===== src/rtl/inst_fetch.sv =====
// Instruction fetch unit for the MyRISC core.
// Owns the program counter, drives it to a combinational instruction ROM,
// and decides the next PC from the returned word in the same cycle.
// Runs are started by Start and end when the all-ones halt word is fetched.
module inst_fetch #(
  parameter int A  = 10,
  parameter int W  = 10,
  parameter int CW = 16
) (
  input  logic          Clk,
  input  logic          Reset_n,
  input  logic          Start,
  input  logic [A-1:0]  StartAddr,
  input  logic          Stall,
  input  logic          BranchEn,
  input  logic          BranchRel,
  input  logic [A-1:0]  Target,
  input  logic [W-1:0]  InstIn,
  output logic [A-1:0]  InstAddress,
  output logic          Valid,
  output logic          Done,
  output logic [CW-1:0] RetCount
);

  typedef enum logic [1:0] {
    IDLE = 2'd0,
    RUN  = 2'd1,
    HALT = 2'd2
  } state_t;

  state_t        state_q, state_d;
  logic [A-1:0]  pc_q, pc_d;
  logic [CW-1:0] cnt_q, cnt_d;
  logic          halt_word;

  // Retired-instruction counter sticks at its maximum instead of wrapping.
  function automatic logic [CW-1:0] sat_inc(input logic [CW-1:0] c);
    if (&c) begin
      return c;
    end
    return c + CW'(1);
  endfunction

  assign halt_word = &InstIn;

  // Next-state, next-PC and counter decode; restart beats stall beats halt beats branch.
  always_comb begin
    state_d = state_q;
    pc_d    = pc_q;
    cnt_d   = cnt_q;
    unique case (state_q)
      IDLE, HALT: begin
        if (Start) begin
          state_d = RUN;
          pc_d    = StartAddr;
          cnt_d   = '0;
        end
      end
      RUN: begin
        if (Start) begin
          pc_d  = StartAddr;
          cnt_d = '0;
        end else if (!Stall) begin
          cnt_d = sat_inc(cnt_q);
          if (halt_word) begin
            // PC stays on the halt address so it remains visible while Done.
            state_d = HALT;
          end else if (BranchEn) begin
            // Two's-complement offset add wraps naturally at A bits.
            pc_d = BranchRel ? (pc_q + Target) : Target;
          end else begin
            pc_d = pc_q + A'(1);
          end
        end
      end
      default: begin
        state_d = IDLE;
        pc_d    = '0;
        cnt_d   = '0;
      end
    endcase
  end

  // State, PC and counter registers with asynchronous active-low clear.
  always_ff @(posedge Clk or negedge Reset_n) begin
    if (!Reset_n) begin
      state_q <= IDLE;
      pc_q    <= '0;
      cnt_q   <= '0;
    end else begin
      state_q <= state_d;
      pc_q    <= pc_d;
      cnt_q   <= cnt_d;
    end
  end

  assign InstAddress = pc_q;
  assign Valid       = (state_q == RUN);
  assign Done        = (state_q == HALT);
  assign RetCount    = cnt_q;

endmodule


===== config.mk =====
export PLATFORM = sky130hd
export DESIGN_NAME = inst_fetch
export DESIGN_NICKNAME = d
export VERILOG_FILES = /design/src/rtl/inst_fetch.sv
export SDC_FILE = /design/constraint.sdc
export NUM_CORES = 1
export LEC_CHECK = 0
export BUFFER_PORTS_ARGS = -buffer_cell sky130_fd_sc_hd__buf_2
export CORE_MARGIN = 4
export CORE_UTILIZATION = 39
export DETAILED_ROUTE_END_ITERATION = 10
export GPL_ROUTABILITY_DRIVEN = 0
export PLACE_DENSITY = 0.74
export SKIP_CTS_REPAIR_TIMING = 1
export SYNTH_ARGS = -nofsm -noshare
export SYNTH_HDL_FRONTEND = slang
export SYNTH_SLANG_ARGS = --single-unit

===== constraint.sdc =====
create_clock -name Clk -period 2.75 [get_ports Clk]
set_input_delay 0.1375 -clock Clk [delete_from_list [all_inputs] [get_ports Clk]]
set_output_delay 0.1375 -clock Clk [all_outputs]
set_load 0.1 [all_outputs]

# After elaboration in Yosys (flattened, before gate mapping)
# Index checks and enable logic that the tools add are counted.
word_totals:
  ff_bits: 28
  in_bits: 36
  output_inout_bits: 28
  wordCells: 43
classes:
  add_sub_neg: 3
  n_eq_ne: 9
  n_mux: 21
  n_reduce_logical: 7
ops:
  columns: ["op", "n"]
  rows:
  - ["$mux 16", 4]
  - ["$mux 10", 6]
  - ["$pmux 16 s2", 1]
  - ["$pmux 10 s2", 1]
  - ["$add 16x1->16 const B", 1]
  - ["$reduce_and 16->1", 1]
  - ["$add 10x1->10 const B", 1]
  - ["$add 10x10->10", 1]
  - ["$reduce_and 10->1", 1]
  - ["$mux 2", 4]
  - ["$ne 2x2->1 const B", 3]
  - ["$ne 3x3->1 const B", 2]
  - ["$reduce_and 3->1", 2]
  - ["$mux 1", 4]
  - ["$ne 4x4->1 const B", 1]
  - ["$pmux 2 s2", 1]
  - ["$reduce_and 4->1", 1]
  - ["$eq 2x1->1 const B", 1]
  - ["$eq 2x2->1 const B", 1]
  - ["$logic_not 2->1", 1]
  - ["$ne 2x1->1 const B", 1]
  - ["$reduce_or 2->1", 1]

# Depth between registers and ports, before layout
# Gate-level depths: netlist (run 1).
logic_depth:
  ltp_word: 9
  ltp_mapped: 9
  depth_no_buf: 8

# Worst setup path before layout (run 1)
# No wires, ideal clock.
synth_timing:
  path_kind: "reg2reg"
  start: "register pc_q[0], in the netlist InstAddress[0]"
  end: "register pc_q[6], in the netlist InstAddress[6]"
  setup_ps: 67
  arrival_time_ps: 2705
  required_time_ps: 2683
  setup_slack_ps: -23
  path_stages_with_launch: 9
  n_path_buf: 0
  synth_period_minus_slack_ps: 2773
  path_cell_list: "dfrtp_1 ha_1 fa_1 a211oi_1 nor2_1 or3_1 a31o_2 a21oi_1 o22a_1"
synth_between:
  elab_chain_cells: 7
  word_cells_on_any_way: 8
  classes_between: "2 x add/sub; 6 x mux"
synth_lines:
  columns: ["element", "line", "source"]
  rows:
  - ["start, declared", "32", "logic [A-1:0] pc_q, pc_d;"]
  - ["start signal, assigned", "92", "pc_q <= pc_d;"]
  - ["$add 10x10->10", "70", "pc_d = BranchRel ? (pc_q + Target) : Target;"]
  - ["$mux 10", "70", null]
  - ["$mux 10 (*)", "68", "end else if (BranchEn) begin"]
  - ["$mux 10 (*)", "65", "if (halt_word) begin"]
  - ["$mux 10 (*)", "63", "end else if (!Stall) begin"]
  - ["$mux 10 (*)", "60", "if (Start) begin"]
  - ["$pmux 10 s2 (*)", "51", "unique case (state_q)"]
# Every way passes the cells marked *; elsewhere a longest branch is shown, timed or not. The select of a mux whose other input is x is not followed.
# A chain may end at the register's enable or synchronous reset.

# Worst setup path in the final report (run 1)
# Ends and elaborated chain as after synthesis.

==> results of run 1 <==
## cells by family (layout without fill, tap and decap cells)
| group | count (synthesis) | in the layout | synth area share |
|---|---|---|---|
| and+or+nand+nor | 114 | 114 | 0.249 |
| DFF | 28 | 28 | 0.302 |
| buffers and inverters | 20 | 81 | 0.0436 |
| xor gates and xnor gates | 20 | 20 | 0.0754 |
| AOI/OAI and AO/OA | 81 | 81 | 0.227 |
| muxes | 8 | 8 | 0.0356 |
| adders and majority gates | 12 | 12 | 0.0679 |
## power breakdown
part | total (mW) | leakage [nW] | internal (mW) | switching [mW]
logic | 0.628 | 0.920 | 0.196 | 0.432
registers | 0.490 | 0.360 | 0.439 | 0.0504
clock network | 0.256 | 0.0288 | 0.128 | 0.128
## sequential cells by signal, summed over array words and instances, names as in the netlist
| name | flops |
|---|---|
| state_q | 2 |
| InstAddress | 10 |
| RetCount | 16 |
## tightest hold or removal path: cells and delay by family
kind | cells | cell delay, ps
AO/OA/AOI/OAI | 2 | 150
buffers and inverters | 1 | 70
## placed cells by master, fill, tap and decap left out, types with 3 or more instances in the layout
master / n
sky130_fd_sc_hd__nand2b_1: 5
sky130_fd_sc_hd__o31ai_1: 3
sky130_fd_sc_hd__clkbuf_8: 4
sky130_fd_sc_hd__a211oi_1: 3
sky130_fd_sc_hd__o211ai_1: 3
sky130_fd_sc_hd__nor2b_1: 5
sky130_fd_sc_hd__xnor2_1: 9
sky130_fd_sc_hd__ha_1: 11
sky130_fd_sc_hd__nand2_1: 29
sky130_fd_sc_hd__inv_1: 10
sky130_fd_sc_hd__xor2_1: 11
sky130_fd_sc_hd__mux2i_1: 6
sky130_fd_sc_hd__nand3_1: 12
sky130_fd_sc_hd__buf_2: 63
sky130_fd_sc_hd__a21oi_1: 23
sky130_fd_sc_hd__a211o_1: 4
sky130_fd_sc_hd__o21ai_0: 19
sky130_fd_sc_hd__nor3_1: 5
sky130_fd_sc_hd__or3_1: 3
sky130_fd_sc_hd__dfrtp_1: 27
sky130_fd_sc_hd__buf_4: 3
sky130_fd_sc_hd__nand4_1: 9
sky130_fd_sc_hd__nor2_1: 32
sky130_fd_sc_hd__o22a_1: 3
sky130_fd_sc_hd__o21a_1: 4
## per-stage QoR
step / instances / utilization / setup WS [ps]
after global routing: 416 / 0.488 / 236
after floorplan: 283 / - / 121
after global placement: 411 / 0.476 / 424
after detailed placement: 411 / 0.476 / 379
after CTS: 415 / 0.486 / 335
final: 416 / 0.488 / 339
## worst paths after layout
| kind | startpoint | endpoint | slack (ps) | depth (start not counted) |
|---|---|---|---|---|
| max | InstAddress[0]$_DFFE_PN0P_ | InstAddress[6]$_DFFE_PN0P_ | 340 | 8 |
| min | StartAddr[9] | InstAddress[9]$_DFFE_PN0P_ | 130 | 3 |
| max reg2reg | InstAddress[0]$_DFFE_PN0P_ | InstAddress[6]$_DFFE_PN0P_ | 340 | 8 |
| min reg2reg | RetCount[9]$_DFFE_PN0P_ | RetCount[9]$_DFFE_PN0P_ | 550 | 1 |
| max in group asynchronous | Reset_n | InstAddress[0]$_DFFE_PN0P_ | 1880 | 2 |
| min in group asynchronous | Reset_n | RetCount[12]$_DFFE_PN0P_ | 420 | 2 |
## per-layer routing
layer / routed length (um) / track usage
met3: 333 / 0.0311
met1: 2770 / 0.234
met4: 80 / 0.0331
met2: 2850 / 0.276
met5: 0 / 0
## cell usage after synthesis, types with 4 or more instances
master                      n  area [um^2]
sky130_fd_sc_hd__nor2_1    32          120
sky130_fd_sc_hd__nand2_1   29          109
sky130_fd_sc_hd__dfrtp_1   28          701
sky130_fd_sc_hd__a21oi_1   23          115
sky130_fd_sc_hd__o21ai_0   19         95.1
sky130_fd_sc_hd__nand3_1   12         60.1
sky130_fd_sc_hd__ha_1      11          138
sky130_fd_sc_hd__xor2_1    11         96.3
sky130_fd_sc_hd__inv_1     10         37.5
sky130_fd_sc_hd__nand4_1    9         56.3
sky130_fd_sc_hd__xnor2_1    9         78.8
sky130_fd_sc_hd__clkbuf_1   6         22.5
sky130_fd_sc_hd__mux2i_1    6         60.1
sky130_fd_sc_hd__nand2b_1   5         31.3
sky130_fd_sc_hd__nor2b_1    5         31.3
sky130_fd_sc_hd__nor3_1     5         25.0
sky130_fd_sc_hd__a211o_1    4         35.0
sky130_fd_sc_hd__o21a_1     4         30.0
## area by class of cell
| cell class | instances | area [um^2] |
|---|---|---|
| fillers | 552 | 2890 |
| flip-flops and latches | 28 | 702 |
| clock buffers | 4 | 55.1 |
| repair buffers | 67 | 348 |
| inverters | 10 | 37.5 |
| multi-input cells | 235 | 1520 |
| well taps | 72 | 90.1 |
==> reports/results.env, run 1 <==
RUN_STATUS='complete, no violations'
DETAIL_ROUTE.ITER0.VIOLATIONS=148
GRT_OVERFLOW_TOTAL=0
FINALHOLDWORSTSLACK_PS=127
CRITICAL_PATH_REQUIRED_PS=2970
TIMING.CLOCK.SKEW_PS=2.75
TIMING_WORST_SETUP_PATH_TYPE='register to register'
GRT.TOTAL_USAGE=0.169
FINAL_CELL_AREA_UM2=2750
CRIT_ARRIVAL_PS=2630
P_PER_AREA_nW_PER_UM2=499
HTREE_LEVELS=1
CLK_PATH_BUF_DEPTH=2
SLEW_VIOLATIONS=0
PER_INSTANCE_AVERAGE_AREA_AFTER_SYNTHESIS_UM2=8.21
VDD_DROP_MAX_mV=0.259
SETUP_TNS_PS=0
FMAXACHIEVABLE_GHz=0.415
ANTENNA_CELLS=0
PLACE.PORT_BUFFERS=63
SYNTHESIS.AREA_UM2=2320
FP-ROW-COUNT=27
CRITICAL-PATH-SLOWEST-CELL='sky130_fd_sc_hd__dfrtp_2'
ANTENNA_VIOLATIONS_BEFORE_REPAIR=0
DETAILED_ROUTE_WIRE_LENGTH_MM=6.03
SYNTH_WARNINGS=0
FINAL_HOLD_VIOS=0
CRITICAL-PATH-MAX-STAGE-DELAY_PS=460
NUM_IO_PINS=64
FINALPOWER_mW=1.37
GRT_PASS1_WL_MM=10.4
SYNTH_EDF_COUNT=0
CRITICAL_PATH.CELL_CHAIN='ha_1 > fa_1 > a211oi_1 > nor2_1 > or3_1 > a31o_2 > a21oi_1 > o22a_1'
YS_DOMINANT_REG_CELL='sky130_fd_sc_hd__dfrtp_1'
ROUTED_VIAS_INST=5.47
CTS_MADE_BUFFERS=3
DIEAREA_UM2=7250
FINAL_PERIOD_MINUS_WORST_SETUP_SLACK_PS=2410
WORST_MAX_SLEW_PIN_SLEW_PS=640
CLOCK-ROOT-BUFFER='sky130_fd_sc_hd__clkbuf_8'
GRT_SETUP_UNREPAIRED='false'
GATE_COUNT_AFTER_TECHNOLOGY_MAPPING=283
STARTING_UTILIZATION_OF_THE_CORE_AREA=0.412
YOSYS_REGISTER_BITS=28
CTS_TREE='done'
SYNTH_SEQUENTIAL_AREA_RATIO=0.302
SYN-NUM-NETS=331
CHIPHEIGHT_UM=85.2
SYNTHTOLAYOUTAREAGROWTH_PCT=18.5
PATH_MAX_FANOUT=7
CRITICAL_PATH.ENDPOINT_TYPE='register'
CP_TOP_FAMILY='compound AO/OA/AOI/OAI gates'
DRTANTENNAVIOLNETS=0
WORST_SETUP_HOLD_PATH_CLK_SLEW_PS=100
SETUP_VIOL=0
DESIGN.CORE.AREA_UM2=5640
FIRST_GLOBAL_VIAS=2242
TOTAL_LEAKAGE_POWER_nW=1.31
DETAIL_ROUTE.FIRST_PASS.ITERATIONS=4
NETLIST-CELL-TYPE-COUNT=51
LAYOUT_WORST_PATH_CYCLE_SHARE=0.877
DRC_ERRORS=0
VIAS=2277
CLOCK-SINKS=28
WIRE_PER_INST_UM=14.5
CRIT_BUF_INV=0
DRV.MAX_CAP_VIOLATION_COUNT=0
WORSTSETUPSTARTPOINTTYPE='register'
CLOCK_LATENCY_PS=270
DPL_CELL_AREA_UM2=2690
DIE_WIDTH_UM=85.2
DETAILED_PLACE_HPWL_MM=4.73
SYNTH_ASYNC_SR_FLOP_SHARE=1.00
SLEW_HEADROOM=0.573
FINISH.NET_COUNT=393
DRIVE_GT1_FRAC=0.233
GRT_MAX_DEGREE=29
HOLD_PATH_CLASS='input port to register'
(Power assumes the default switching activity.)
==> run 2, diff against run 1 <==
Settings changed: MAX_ROUTING_LAYER set to met4.
==> reports/results.env, run 2 (same netlist as run 1, synthesis figures left out) <==
RUN_STATUS='complete, no violations'  # unchanged
CRITICAL_PATH_REQUIRED_PS=2970  # about the same
CP_TOP_FAMILY='compound AO/OA/AOI/OAI gates'  # unchanged
DETAILED_ROUTE_WIRE_LENGTH_MM=6.03  # about the same
FMAXACHIEVABLE_GHz=0.415  # about the same
FP-ROW-COUNT=27  # unchanged
DRTANTENNAVIOLNETS=0  # unchanged
FINISH.NET_COUNT=393  # unchanged
CRIT_ARRIVAL_PS=2630  # about the same
CLK_PATH_BUF_DEPTH=2  # unchanged
SLEW_HEADROOM=0.572  # was 0.573
FINALNONFILLERCELLS=416  # unchanged
PLACE.PORT_BUFFERS=63  # unchanged
FINAL_HOLD_VIOS=0  # unchanged
NUM_IO_PINS=64  # unchanged
CLOCK-SINKS=28  # unchanged
STARTING_UTILIZATION_OF_THE_CORE_AREA=0.412  # unchanged
CRIT_BUF_INV=0  # unchanged
VIAS=2289  # was 2277
SLEW_VIOLATIONS=0  # unchanged
GRT_UTIL_MET1=0.237  # was 0.234
DRC_ERRORS=0  # unchanged
TOTAL_LEAKAGE_POWER_nW=1.31  # unchanged
LAYOUT_WORST_PATH_CYCLE_SHARE=0.877  # about the same
ANTENNA_CELLS=0  # unchanged
GRT_OVERFLOW_TOTAL=0  # unchanged
CTS_MADE_BUFFERS=3  # unchanged
ROUTED_VIAS_INST=5.50  # was 5.47
WORST_SETUP_HOLD_PATH_CLK_SLEW_PS=100  # about the same
P_PER_AREA_nW_PER_UM2=499  # about the same
GRT_PASS1_WL_MM=10.4  # unchanged
CHIPHEIGHT_UM=85.2  # unchanged
SYNTHTOLAYOUTAREAGROWTH_PCT=18.5  # unchanged
DPL_WS_PS=379  # unchanged
GRT.TOTAL_USAGE=0.174  # was 0.169
CLOCK-ROOT-BUFFER='sky130_fd_sc_hd__clkbuf_8'  # unchanged
PATH_MAX_FANOUT=7  # unchanged
DRV.MAX_CAP_VIOLATION_COUNT=0  # unchanged
SETUP_VIOL=0  # unchanged
HOLD_PATH_CLASS='input port to register'  # unchanged
CORE_OCCUPANCY_IN_THE_FINISHED_LAYOUT=0.488  # unchanged
HTREE_LEVELS=1  # unchanged
FINAL_CELL_AREA_UM2=2750  # unchanged
DPL_CELL_AREA_UM2=2690  # unchanged
DETAILED_PLACE_HPWL_MM=4.73  # unchanged
GR-MAX-USAGE-LAYER='met2'  # unchanged
AREA.SEQUENTIAL_UM2=702  # unchanged
WORSTSETUPSTARTPOINTTYPE='register'  # unchanged
VDD_DROP_MAX_mV=0.259  # about the same
GRT_MAX_DEGREE=29  # unchanged
FIRST_GLOBAL_VIAS=2243  # was 2242
DP_CELLS=411  # unchanged
GRT_SETUP_UNREPAIRED='false'  # unchanged
WORST_SLACK_PS=339  # about the same
USE_MET3=0.0262  # was 0.0311
DETAIL_ROUTE.FIRST_PASS.ITERATIONS=4  # unchanged
ANTENNA_VIOLATIONS_BEFORE_REPAIR=0  # unchanged
LARGEST_REG_FLOPS=16  # unchanged
CRITICAL_PATH.CELL_CHAIN='ha_1 > fa_1 > a211oi_1 > nor2_1 > or3_1 > a31o_2 > a21oi_1 > o22a_1'  # unchanged
DIE_WIDTH_UM=85.2  # unchanged
GLOBAL_ROUTE.USAGE.MET2=0.276  # unchanged
LAYOUT.CELLS.MOST_COMMON_LIST='sky130_fd_sc_hd__buf_2, sky130_fd_sc_hd__nor2_1, sky130_fd_sc_hd__nand2_1, sky130_fd_sc_hd__dfrtp_1, sky130_fd_sc_hd__a21oi_1'  # unchanged
CRITICAL-PATH-MAX-STAGE-DELAY_PS=460  # about the same
FINAL_PERIOD_MINUS_WORST_SETUP_SLACK_PS=2410  # about the same
WORST_MAX_SLEW_PIN_SLEW_PS=642  # was 640 ps
DESIGN.CORE.AREA_UM2=5640  # unchanged
FINAL_COMMON_CELL='sky130_fd_sc_hd__buf_2'  # unchanged
TIMING_WORST_SETUP_PATH_TYPE='register to register'  # unchanged
LAYOUT.FILLER_CELLS=552  # unchanged
WIRE_PER_INST_UM=14.5  # about the same
CRITICAL-PATH-SLOWEST-CELL='sky130_fd_sc_hd__dfrtp_2'  # unchanged
DRIVE_GT1_FRAC=0.233  # unchanged
DETAIL_ROUTE.ITER0.VIOLATIONS=145  # was 148
CTS_TREE='done'  # unchanged
CLOCK_LATENCY_PS=270  # about the same
SETUP_TNS_PS=0  # unchanged
TIMING.CLOCK.SKEW_PS=2.55  # was 2.75 ps
DIEAREA_UM2=7250  # unchanged
CRITICAL_PATH.ENDPOINT_TYPE='register'  # unchanged
MULTI_INPUT_AREA_UM2=1520  # unchanged
[run 2: cell counts in the layout (fill, tap and decap cells not counted)]
No cell type changed its count.
[run 2: metal layers]
layer	vias to the layer above	wire length [um]
li1	1160	-
met1	1063	2810
met2	60	2840
met3	6	287
met4	0	84
met5	-	0
[run 2: cell type report]
cell class,count,area share
repair buffers,67,0.126
inverters,10,0.0136
clock buffers,4,0.0200
flip-flops and latches,28,0.255
well taps,72,0.0327
multi-input cells,235,0.552
[run 2: worst paths after layout]
| path | from | to | slack (ps) | depth (start not counted) |
|---|---|---|---|---|
| worst min register to register | RetCount[9]$_DFFE_PN0P_ | RetCount[9]$_DFFE_PN0P_ | 550 | 1 |
| worst max-delay path | InstAddress[0]$_DFFE_PN0P_ | InstAddress[6]$_DFFE_PN0P_ | 340 | 8 |
| max in group asynchronous | Reset_n | InstAddress[0]$_DFFE_PN0P_ | 1880 | 2 |
| min in group asynchronous | Reset_n | RetCount[12]$_DFFE_PN0P_ | 420 | 2 |
| worst max register to register | InstAddress[0]$_DFFE_PN0P_ | InstAddress[6]$_DFFE_PN0P_ | 340 | 8 |
| worst min-delay path | StartAddr[9] | InstAddress[9]$_DFFE_PN0P_ | 130 | 3 |
[run 2: report_power, final]
group / internal (mW) / switching, mW
logic: 0.196 / 0.431
registers: 0.439 / 0.0504
clock network: 0.128 / 0.128
total: 0.764 / 0.610
[run 2: worst min-delay path, delay by kind of cell]
kind	cells	cell delay (ps)
AOI/OAI and AO/OA	2	150
buffers and inverters	1	70
[run 2: stage by stage]
stage / hold slack [ps] / total power [mW]
CTS: -104 / 1.39
finish: 127 / 1.37
global route: 133 / 1.46
global placement: 201 / 1.11
detailed placement: 203 / 1.12
floorplan: -158 / 0.984
